===== src/rtl/addr_seq_pkg.sv =====
// Shared types and constants for the address sequence generator.
package addr_seq_pkg;

  typedef logic [0:0] state_t;

  localparam state_t IDLE = 1'b0;
  localparam state_t RUN  = 1'b1;

  localparam int unsigned WC_W = 8;

endpackage


===== src/rtl/addr_seq_gen_if.sv =====
// Control/status bundle of addr_seq_gen; slave is the generator, master its driver.
import addr_seq_pkg::*;

interface addr_seq_gen_if #(
  parameter int unsigned ADDR_W = 12,
  parameter int unsigned STEP_W = 4
);
  logic              start;
  logic              abort;
  logic              enable;
  logic              dir_down;
  logic              wrap_mode;
  logic [ADDR_W-1:0] base;
  logic [ADDR_W-1:0] limit;
  logic [STEP_W-1:0] step;
  logic [ADDR_W-1:0] addr;
  logic              tc;
  logic              busy;
  logic              done;
  logic              cfg_err;
  logic [WC_W-1:0]   wrap_cnt;

  modport slave (
    input  start, abort, enable, dir_down, wrap_mode, base, limit, step,
    output addr, tc, busy, done, cfg_err, wrap_cnt
  );

  modport master (
    output start, abort, enable, dir_down, wrap_mode, base, limit, step,
    input  addr, tc, busy, done, cfg_err, wrap_cnt
  );
endinterface


===== src/rtl/addr_seq_step.sv =====
// Next-address and end-of-pass computation; one extra bit catches range overflow/underflow.
module addr_seq_step #(
  parameter int unsigned ADDR_W = 12,
  parameter int unsigned STEP_W = 4
) (
  input  logic [ADDR_W-1:0] addr_i,
  input  logic [STEP_W-1:0] step_i,
  input  logic              dir_down_i,
  input  logic [ADDR_W-1:0] limit_i,
  output logic [ADDR_W-1:0] next_o,
  output logic              end_o
);
  logic [STEP_W-1:0] step_eff;
  logic [ADDR_W:0]   step_ext;
  logic [ADDR_W:0]   sum;
  logic [ADDR_W:0]   diff;

  always_comb begin
    step_eff = (step_i == '0) ? STEP_W'(1) : step_i;
    step_ext = {{(ADDR_W + 1 - STEP_W){1'b0}}, step_eff};
    sum      = {1'b0, addr_i} + step_ext;
    diff     = {1'b0, addr_i} - step_ext;
    if (dir_down_i) begin
      next_o = diff[ADDR_W-1:0];
      // Borrow out of the top bit means the step ran below zero.
      end_o  = (addr_i == limit_i) || diff[ADDR_W] || (diff[ADDR_W-1:0] < limit_i);
    end else begin
      next_o = sum[ADDR_W-1:0];
      end_o  = (addr_i == limit_i) || (sum > {1'b0, limit_i});
    end
  end
endmodule


===== src/rtl/addr_seq_gen.sv =====
// Programmable up/down address sequencer with stop/wrap end-of-pass handling.
// Define ADDR_SEQ_WRAP_CNT_EN to build the completed-pass counter on wrap_cnt.
import addr_seq_pkg::*;

module addr_seq_gen #(
  parameter int unsigned ADDR_W = 12,
  parameter int unsigned STEP_W = 4
) (
  input  logic            clock,
  input  logic            reset,
  addr_seq_gen_if.slave   bus
);
  state_t            state_q, state_d;
  logic [ADDR_W-1:0] addr_q, addr_d;
  logic              done_q, done_d;
  logic              cfg_err_q, cfg_err_d;
  logic              dir_q, dir_d;
  logic              wrap_q, wrap_d;
  logic [ADDR_W-1:0] base_q, base_d;
  logic [ADDR_W-1:0] limit_q, limit_d;
  logic [STEP_W-1:0] step_q, step_d;

  logic [ADDR_W-1:0] next_addr;
  logic              end_pass;
  logic              cfg_legal;

  addr_seq_step #(
    .ADDR_W (ADDR_W),
    .STEP_W (STEP_W)
  ) u_step (
    .addr_i     (addr_q),
    .step_i     (step_q),
    .dir_down_i (dir_q),
    .limit_i    (limit_q),
    .next_o     (next_addr),
    .end_o      (end_pass)
  );

  assign cfg_legal = bus.dir_down ? (bus.base >= bus.limit) : (bus.base <= bus.limit);

  always_comb begin
    state_d   = state_q;
    addr_d    = addr_q;
    done_d    = 1'b0;
    cfg_err_d = cfg_err_q;
    dir_d     = dir_q;
    wrap_d    = wrap_q;
    base_d    = base_q;
    limit_d   = limit_q;
    step_d    = step_q;
    if (bus.abort) begin
      state_d = IDLE;
    end else if (state_q == IDLE) begin
      if (bus.start) begin
        if (cfg_legal) begin
          state_d   = RUN;
          addr_d    = bus.base;
          cfg_err_d = 1'b0;
          dir_d     = bus.dir_down;
          wrap_d    = bus.wrap_mode;
          base_d    = bus.base;
          limit_d   = bus.limit;
          step_d    = bus.step;
        end else begin
          cfg_err_d = 1'b1;
        end
      end
    end else if (bus.enable) begin
      if (end_pass) begin
        if (wrap_q) begin
          addr_d = base_q;
        end else begin
          state_d = IDLE;
          done_d  = 1'b1;
        end
      end else begin
        addr_d = next_addr;
      end
    end
  end

  always_ff @(posedge clock or posedge reset) begin
    if (reset) begin
      state_q   <= IDLE;
      addr_q    <= '0;
      done_q    <= 1'b0;
      cfg_err_q <= 1'b0;
      dir_q     <= 1'b0;
      wrap_q    <= 1'b0;
      base_q    <= '0;
      limit_q   <= '0;
      step_q    <= '0;
    end else begin
      state_q   <= state_d;
      addr_q    <= addr_d;
      done_q    <= done_d;
      cfg_err_q <= cfg_err_d;
      dir_q     <= dir_d;
      wrap_q    <= wrap_d;
      base_q    <= base_d;
      limit_q   <= limit_d;
      step_q    <= step_d;
    end
  end

  assign bus.addr    = addr_q;
  assign bus.busy    = (state_q == RUN);
  assign bus.tc      = (state_q == RUN) && end_pass;
  assign bus.done    = done_q;
  assign bus.cfg_err = cfg_err_q;

`ifdef ADDR_SEQ_WRAP_CNT_EN
  logic [WC_W-1:0] wrap_cnt_q;
  logic            start_ok;
  logic            pass_end;

  assign start_ok = (state_q == IDLE) && bus.start && !bus.abort && cfg_legal;
  assign pass_end = (state_q == RUN) && bus.enable && !bus.abort && end_pass;

  always_ff @(posedge clock or posedge reset) begin
    if (reset) begin
      wrap_cnt_q <= '0;
    end else if (start_ok) begin
      wrap_cnt_q <= '0;
    end else if (pass_end && (wrap_cnt_q != '1)) begin
      wrap_cnt_q <= wrap_cnt_q + 1'b1;
    end
  end

  assign bus.wrap_cnt = wrap_cnt_q;
`else
  assign bus.wrap_cnt = '0;
`endif
endmodule


===== src/flat_wrapper.sv =====
// flat-port wrapper written by rule: the top's interface ports become plain ports
module addr_seq_gen_flat 
#(
  parameter int unsigned ADDR_W = 12,
  parameter int unsigned STEP_W = 4
)
  (clock, reset, bus_start, bus_abort, bus_enable, bus_dir_down, bus_wrap_mode, bus_base, bus_limit, bus_step, bus_addr, bus_tc, bus_busy, bus_done, bus_cfg_err, bus_wrap_cnt);
  addr_seq_gen_if #(.ADDR_W(ADDR_W), .STEP_W(STEP_W)) bus_i ();
  input  logic clock;
  input  logic reset;
  input wire logic [$bits(bus_i.start)-1:0] bus_start;
  input wire logic [$bits(bus_i.abort)-1:0] bus_abort;
  input wire logic [$bits(bus_i.enable)-1:0] bus_enable;
  input wire logic [$bits(bus_i.dir_down)-1:0] bus_dir_down;
  input wire logic [$bits(bus_i.wrap_mode)-1:0] bus_wrap_mode;
  input wire logic [$bits(bus_i.base)-1:0] bus_base;
  input wire logic [$bits(bus_i.limit)-1:0] bus_limit;
  input wire logic [$bits(bus_i.step)-1:0] bus_step;
  output wire logic [$bits(bus_i.addr)-1:0] bus_addr;
  output wire logic [$bits(bus_i.tc)-1:0] bus_tc;
  output wire logic [$bits(bus_i.busy)-1:0] bus_busy;
  output wire logic [$bits(bus_i.done)-1:0] bus_done;
  output wire logic [$bits(bus_i.cfg_err)-1:0] bus_cfg_err;
  output wire logic [$bits(bus_i.wrap_cnt)-1:0] bus_wrap_cnt;
  assign bus_i.start = bus_start;
  assign bus_i.abort = bus_abort;
  assign bus_i.enable = bus_enable;
  assign bus_i.dir_down = bus_dir_down;
  assign bus_i.wrap_mode = bus_wrap_mode;
  assign bus_i.base = bus_base;
  assign bus_i.limit = bus_limit;
  assign bus_i.step = bus_step;
  assign bus_addr = bus_i.addr;
  assign bus_tc = bus_i.tc;
  assign bus_busy = bus_i.busy;
  assign bus_done = bus_i.done;
  assign bus_cfg_err = bus_i.cfg_err;
  assign bus_wrap_cnt = bus_i.wrap_cnt;
  addr_seq_gen #(.ADDR_W(ADDR_W), .STEP_W(STEP_W)) u_core (.clock(clock), .reset(reset), .bus(bus_i));
endmodule

===== config.mk =====
export PLATFORM = sky130hd
export DESIGN_NAME = addr_seq_gen_flat
export DESIGN_NICKNAME = d
export VERILOG_FILES = /design/src/rtl/addr_seq_pkg.sv /design/src/rtl/addr_seq_gen_if.sv /design/src/rtl/addr_seq_step.sv /design/src/rtl/addr_seq_gen.sv /design/src/flat_wrapper.sv
export SDC_FILE = /design/constraint.sdc
export NUM_CORES = 1
export LEC_CHECK = 0
export BUFFER_PORTS_ARGS = -buffer_cell sky130_fd_sc_hd__buf_2
export CAP_MARGIN = 20
export CORE_MARGIN = 2
export CORE_UTILIZATION = 35
export DETAILED_ROUTE_END_ITERATION = 6
export PLACE_DENSITY = 0.58
export SYNTH_ARGS = -nofsm -noshare
export SYNTH_HDL_FRONTEND = slang
export SYNTH_HIERARCHICAL = 1
export SYNTH_SLANG_ARGS = --single-unit
export TNS_END_PERCENT = 20

===== constraint.sdc =====
create_clock -name clock -period 4.6 [get_ports clock]
set_input_delay 0.69 -clock clock [delete_from_list [all_inputs] [get_ports clock]]
set_output_delay 0.69 -clock clock [all_outputs]
set_load 0.01 [all_outputs]

==> results.txt, run 1 <==
Final Cell Area = 4817 um2
Synth-to-layout area growth = 18.90%
Post-route ant nets = 0
Final hold vios = 0
Main synth FF type = dfrtp_1
Total Wirelength = 10.04 mm
Worst Skew = 0.004028 ns
Hold_buf cts = 0
Worst EP required = 3.91 ns
PD cells = 726.6 nW/um2
Die area = 12,450 um2
First-pass GRT wire length = 15.78 mm
Mapped Cells = 397
Crit-path cells = inv_2 -> a31o_4 -> ha_2 -> inv_1 -> fa_2 -> a21o_1 -> and2_4 -> nor4_4 -> xor2_1 -> ha_1 -> nand4_1 -> nor3_2 -> o31ai_1 -> a311o_1 -> buf_4 -> and2_4 -> buf_6
Via Count = 3,086
ANT cells = 0
Initial core utilization = 0.3563
Final setup viols = 0
# DRC = 0
PortBufs = 50
CP endpoint kind = output port
H-tree levels = 2
CP Max Fanout = 3
Skew-Pair Late Insertion Delay = 0.29 ns
Final worst-path setup slack = 0.1184 ns
Die W = 111.6 um
TritonRoute pass-1 iters = 4
EDFF count, synth = 0
Layout cells sized above 1 = 0.3516
Dpl cell area = 4404 um2
Slew Limit Fails = 0
Max IR drop VDD = 0.2279 mV
Ys async rst share = 1.000
Worst min-delay path class = primary input to async pin
Worst slew pin tran = 0.9343 ns
Total gr overflow = 0
Core Util, Final = 0.4237
Worst path slowest cell = dfrtp_1
Critical Path Start Type = flip-flop
CP dominant cell by count = and2_4
CTS tree = built
Max Buffers Root-to-Sink = 2
Max stage delay on crit path = 0.41 ns
Mapped cell area = 4051 um2
Placer congestion estimate = 0.9024
Largest net degree at the start of global routing = 46
Placed wire-length estimate = 7.797 mm
Maxcap violations = 0
GRT Overall Usage = 0.1585
Nets = 536
Pwr Total = 3.500 mW
Synth warn = 6
Syn avg cell area = 10.21 um2
Hold WS = 0.3138 ns
Leakage = 2.331 nW
Post-synthesis sequential area ratio = 0.2779
Initial antenna violation count = 0
Critical Path AT = 3.79 ns
FP Rows = 39
Number of global-route vias before repair = 3,035
IO Count = 59
Root Driver = clkbuf_16
Number of vias per cell = 5.161
Status = finished clean
Initial DRC Count = 131
Fmax = 223.1 MHz
Die height = 111.6 um
Total CTS buffers = 5
Pre-CTS setup slack = -0.08496 ns
Yosys reg bits = 45
Yosys cell types = 55
Core ar. = 11,370 um2
Period minus WS final = 4.482 ns
Clock net sink count = 45
Relative slew slack = 0.3771
Period utilisation layout = 0.9743
Crit path kind = flip-flop to output port
Routed len/inst = 16.79 um
Clock Pin Slew Worst Setup and Hold Paths = 0.06 ns
==> routing by layer <==
metal  global-route usage  share of wire  vias to the layer above
met5                    0              0                        -
met4              0.05514          0.019                        0
met3              0.02123          0.024                       13
met2               0.2642           0.49                       61
met1               0.2121           0.47                     1514
li1                     -              -                     1498
==> flip-flops by register name, summed over array words and instances (netlist names) <==
register / cells
u_core/base_q: 12
u_core/bus.addr: 12
u_core/limit_q: 12
u_core/step_q: 4
u_core/bus.busy: 1
u_core/bus.cfg_err: 1
u_core/bus.done: 1
u_core/dir_q: 1
u_core/wrap_q: 1
==> path summary, 6_finish.rpt <==
path / startpoint / to / slack [ns] / depth (start not counted)
max in group asynchronous: reset / u_core/bus.addr[1] / 3.81 / 3
min in group clock: u_core/bus.cfg_err / u_core/bus.cfg_err / 0.50 / 2
max reg2reg: u_core/step_q[3] / u_core/bus.addr[2] / 0.13 / 21
min reg2reg: u_core/bus.cfg_err / u_core/bus.cfg_err / 0.50 / 2
max: u_core/step_q[3] / bus_tc / 0.12 / 17
min: reset / u_core/base_q[1] / 0.31 / 2
==> cell usage in the layout (no fill, tap or decap), types with 2 or more instances in the layout <==
cell,instances
a211o_1,2
a21boi_0,2
a21o_1,6
a21oi_1,26
a31oi_1,3
and2_4,2
and3_1,2
buf_12,3
buf_2,49
buf_4,17
buf_6,2
clkbuf_16,6
conb_1,8
dfrtp_1,44
fa_2,2
ha_1,41
ha_2,2
inv_1,34
inv_2,4
mux2_2,12
mux2_4,39
mux2i_1,14
nand2_1,10
nand2b_1,3
nand2b_4,2
nand3_1,5
nand4_1,4
nor2_1,20
nor2b_1,2
nor3_1,8
nor4_1,4
nor4_4,2
o211ai_1,4
o21ai_0,3
o21ai_1,2
o21bai_1,2
o31ai_1,2
xnor2_1,8
xor2_1,23
==> cell type report <==
| cell class | count | area, um2 |
|---|---|---|
| Tap cell | 143 | 178.9 |
| Clock buffer | 7 | 142.6 |
| Timing Repair Buffer | 72 | 480.5 |
| Fill cell | 1104 | 6553 |
| Inverter | 38 | 142.6 |
| Sequential cell | 45 | 1127 |
| Multi-Input combinational cell | 293 | 2745 |
==> synthesized netlist by cell type (2+ instances only) <==
cell type,n,area share
nand3_1,6,0.0074
nor3_1,9,0.011
nand2b_1,5,0.0077
ha_1,44,0.14
and3_1,2,0.0031
a21oi_1,28,0.035
o211ai_1,4,0.0074
nor2b_1,2,0.0031
buf_4,8,0.015
xor2_1,23,0.050
o21ai_0,5,0.0062
a31o_2,2,0.0043
fa_1,2,0.0099
nand2_1,10,0.0093
a21boi_0,2,0.0037
o21bai_1,2,0.0037
a211o_1,2,0.0043
mux2_2,12,0.033
inv_1,38,0.035
clkbuf_1,12,0.011
and2_1,2,0.0031
o31ai_1,2,0.0037
mux2_4,39,0.14
a31oi_1,3,0.0046
nor2_1,20,0.019
a21o_1,6,0.011
nor4_1,6,0.0093
xnor2_1,8,0.017
dfrtp_1,45,0.28
mux2i_1,14,0.035
buf_6,7,0.019
nand4_1,4,0.0062
==> report_power, final <==
part | switching [mW] | total [mW] | internal [mW]
Clock | 0.149 | 0.363 | 0.214
Sequential | 0.232 | 0.775 | 0.543
Combinational | 1.19 | 2.36 | 1.17
==> worst max-delay path: cells and delay by family, from the launching register on <==
kind | cells | cell delay (ns)
flops | 1 | 0.41
buf+inv | 4 | 0.42
fa+ha+maj | 3 | 0.90
compound gates | 4 | 0.81
simple gates | 5 | 0.85
xor+xnor | 1 | 0.12
==> per-stage QoR <==
stage          setup TNS (ns)  cells
5_1_grt               -0.8573    598
3_3_place_gp                0    577
4_1_cts                     0    587
6_report                    0    598
3_5_place_dp          -0.6784    577
2_1_floorplan               0    404
==> what timing repair did <==
action / CTS / global route
setup buffers: 3 / 9
endpoints found under the setup margin: 13 / 13
gates cloned: 0 / 1
pin swaps: 2 / 23
gates resized for setup: 3 / 28
==> kinds of logic after synthesis <==
kind of cell               after synthesis  share of synthesized area
DFF                                     45                     0.2779
muxes                                   65                     0.2125
other                                    1                  0.0009256
AOI/OAI and AO/OA                       69                     0.1158
adders and majority gates               46                     0.1458
buffers and inverters                   66                    0.08184
and+or+nand+nor                         73                    0.09419
xor gates and xnor gates                32                    0.07103
Note: power is estimated with default switching activity, not from simulation.
==> run 2: changes to the inputs <==
--- a/config.mk
+++ b/config.mk
@@ -8,9 +8,9 @@
 export BUFFER_PORTS_ARGS = -buffer_cell sky130_fd_sc_hd__buf_2
 export CAP_MARGIN = 20
 export CORE_MARGIN = 2
-export CORE_UTILIZATION = 35
+export CORE_UTILIZATION = 30
 export DETAILED_ROUTE_END_ITERATION = 6
-export PLACE_DENSITY = 0.58
+export PLACE_DENSITY_LB_ADDON = 0.25
 export SYNTH_ARGS = -nofsm -noshare
 export SYNTH_HDL_FRONTEND = slang
 export SYNTH_HIERARCHICAL = 1
==> run 2 against run 1 <==
  * Global-route usage decreased by 1.1 points
  * Utilization decreased by 5.6 points
  * Sequential share of layout area decreased by 0.15 points
  * First-iteration DRC count decreased by 18%
  * Wire length increased by 4.9%
  * Non-clock buffer count decreased by 2
  * Combinational power increased by 2%
  * Count of clock-buffer cells in the layout increased by 1
  * Via count about the same
  * Clock skew increased by 0.0015 ns
  * Worst setup slack got worse by 0.075 ns
  * Largest cell class unchanged
==> results.txt, run 2 (same netlist as run 1, synthesis figures left out) <==
FP Rows = 42 (+7.7%)
Slew Limit Fails = 0 (unchanged)
Die height = 120.2 um (+7.7%)
Fill cell count = 1,325 (+20%)
CTS tree = built
Max IR drop VDD = 0.2285 mV (+0.26%)
Synth-to-layout area growth = 19.55%
Comb pwr share = 0.682 (+0.007)
Total Wirelength = 10.54 mm (+4.9%)
Most frequent cells in the layout = buf_2, dfrtp_1, ha_1
Maxcap violations = 0 (unchanged)
Commonest non-fill, non-tap cell in the layout = buf_2
Reg2reg path depth = 20 (-4.8%)
First-pass GRT wire length = 16.68 mm (+5.7%)
IO Count = 59 (unchanged)
Critical Path AT = 4.73 ns (+0.94 ns)
GRT Overall Usage = 0.1476 (-0.01088)
H-tree levels = 2 (unchanged)
Worst Skew = 0.005490 ns (+0.001463 ns)
Pre-CTS setup slack = -0.05704 ns (+0.02792 ns)
Clock share of power = 0.100 (-0.004)
Worst slew pin tran = 0.9248 ns (-0.009552 ns)
Crit path kind = flip-flop to flip-flop
Placed wire-length estimate = 8.151 mm (+4.5%)
Final worst-path setup slack = 0.04370 ns (-0.07466 ns)
PortBufs = 50 (unchanged)
Number of global-route vias before repair = 3,140 (+3.5%)
Number of vias per cell = 4.894 (-5.2%)
Status = finished clean
FF-to-FF End = u_core/bus.addr[11]
Via Count = 3,083 (-0.097%)
Worst EP required = 4.78 ns (+0.87 ns)
Hold_buf cts = 0 (unchanged)
PD cells = 727.1 nW/um2 (about the same)
Placer congestion estimate = 0.8536 (-5.4%)
Reg2reg start = u_core/step_q[3]
Core ar. = 13,190 um2 (+16%)
Initial DRC Count = 107 (-18%)
Fmax = 219.5 MHz (-1.6%)
R2R Setup Slk = 0.04 ns (-0.09 ns)
Power Internal = 1.921 mW (-0.19%)
Die area = 14,450 um2 (+16%)
Root Driver = clkbuf_16
Period minus WS final = 4.556 ns (+0.07466 ns)
Max Buffers Root-to-Sink = 2 (unchanged)
Skew-Pair Late Insertion Delay = 0.29 ns (about the same)
Layout cells sized above 1 = 0.3392 (-0.01244)
Critical Path Start Type = flip-flop
Initial core utilization = 0.3072 (-0.04918)
CP endpoint kind = flip-flop
Leakage = 2.323 nW (-0.34%)
Worst min-delay path class = primary input to async pin
Setup TNS Final = 0 ns (unchanged)
Final hold vios = 0 (unchanged)
Net Sw Frac = 0.4545 (+0.004417)
ANT cells = 0 (unchanged)
Total CTS buffers = 5 (unchanged)
Nets = 534 (-0.37%)
Final setup viols = 0 (unchanged)
Total gr overflow = 0 (unchanged)
Relative slew slack = 0.3835 (+0.006368)
RSZ-0062 raised after global routing = true
Die W = 120.2 um (+7.7%)
CP Max Fanout = 6 (+3)
Period utilisation layout = 0.9905 (+0.01623)
Hold WS = 0.3214 ns (+0.007577 ns)
Post-route ant nets = 0 (unchanged)
Routed len/inst = 16.72 um (-0.39%)
Clock Pin Slew Worst Setup and Hold Paths = 0.06 ns (about the same)
Seq pwr share = 0.218 (-0.003)
TritonRoute pass-1 iters = 4 (unchanged)
Clock net sink count = 45 (unchanged)
Net Sw Power = 1.600 mW (+1.6%)
# DRC = 0 (unchanged)
Largest net degree at the start of global routing = 46 (unchanged)
Initial antenna violation count = 0 (unchanged)
run 2: worst max-delay path: stages (launching register included):
cell       delay, ns
dfrtp_1         0.39
inv_2           0.06
a31o_4          0.27
ha_4            0.17
fa_2            0.39
nand2b_4        0.09
a21oi_4         0.06
o211ai_1        0.30
xnor2_1         0.15
ha_1            0.37
a21o_1          0.21
a21oi_2         0.17
a311oi_2        0.12
a311o_1         0.40
buf_6           0.14
nand2b_1        0.06
nand3_1         0.07
a21oi_1         0.16
o41a_1          0.32
clkbuf_16       0.22
mux2_4          0.29
run 2: power by group through the flow:
stage	clock network [mW]	registers, mW	logic (mW)
detailed placement	0	0.773	2.09
global placement	0	0.770	2.07
global route	0.377	0.796	2.63
floorplan	0	0.699	1.59
finish	0.352	0.768	2.40
CTS	0.364	0.764	2.15
run 2: layout make-up:
type / instances / area, um2 / share of cell area
clock buffers: 8 / 136.4 / 0.02816
inverters: 38 / 142.6 / 0.02945
multi-input cells: 293 / 2753 / 0.5683
flip-flops and latches: 45 / 1126 / 0.2325
well taps: 176 / 220.2 / 0.04547
repair buffers: 70 / 465.4 / 0.09610
run 2: metal layers:
layer | vias to the layer above | part of all wire | track usage
li1 | 1499 | - | -
met1 | 1505 | 0.47 | 0.1998
met2 | 64 | 0.48 | 0.2411
met3 | 15 | 0.028 | 0.02170
met4 | 0 | 0.022 | 0.05087
met5 | - | 0 | 0
run 2: timing repair:
| action | 4_1_cts | 5_1_grt |
|---|---|---|
| setup buffers | 3 | 6 |
| gates cloned | 0 | 1 |
| pin swaps | 2 | 22 |
| resized for setup | 3 | 27 |
| hold endpoints to repair | 0 | 0 |
| setup endpoints to repair | 13 | 13 |
run 2: worst max path at each step:
stage	start	to
4_1_cts	u_core/step_q[2]	bus_tc
3_5_place_dp	u_core/step_q[1]	u_core/bus.addr[8]
2_1_floorplan	u_core/step_q[1]	bus_tc
5_1_grt	u_core/step_q[3]	u_core/bus.addr[11]
3_3_place_gp	u_core/step_q[1]	u_core/bus.addr[9]
6_report	u_core/step_q[3]	u_core/bus.addr[11]
run 2: metrics by stage:
| stage | area, um2 | cells | power, mW | util |
|---|---|---|---|---|
| 2_1_floorplan | 4078 | 404 | 2.288 | - |
| 3_3_place_gp | 4453 | 611 | 2.844 | 0.3376 |
| 3_5_place_dp | 4453 | 611 | 2.862 | 0.3376 |
| 4_1_cts | 4626 | 622 | 3.275 | 0.3507 |
| 5_1_grt | 4843 | 630 | 3.804 | 0.3672 |
| 6_report | 4843 | 630 | 3.522 | 0.3672 |
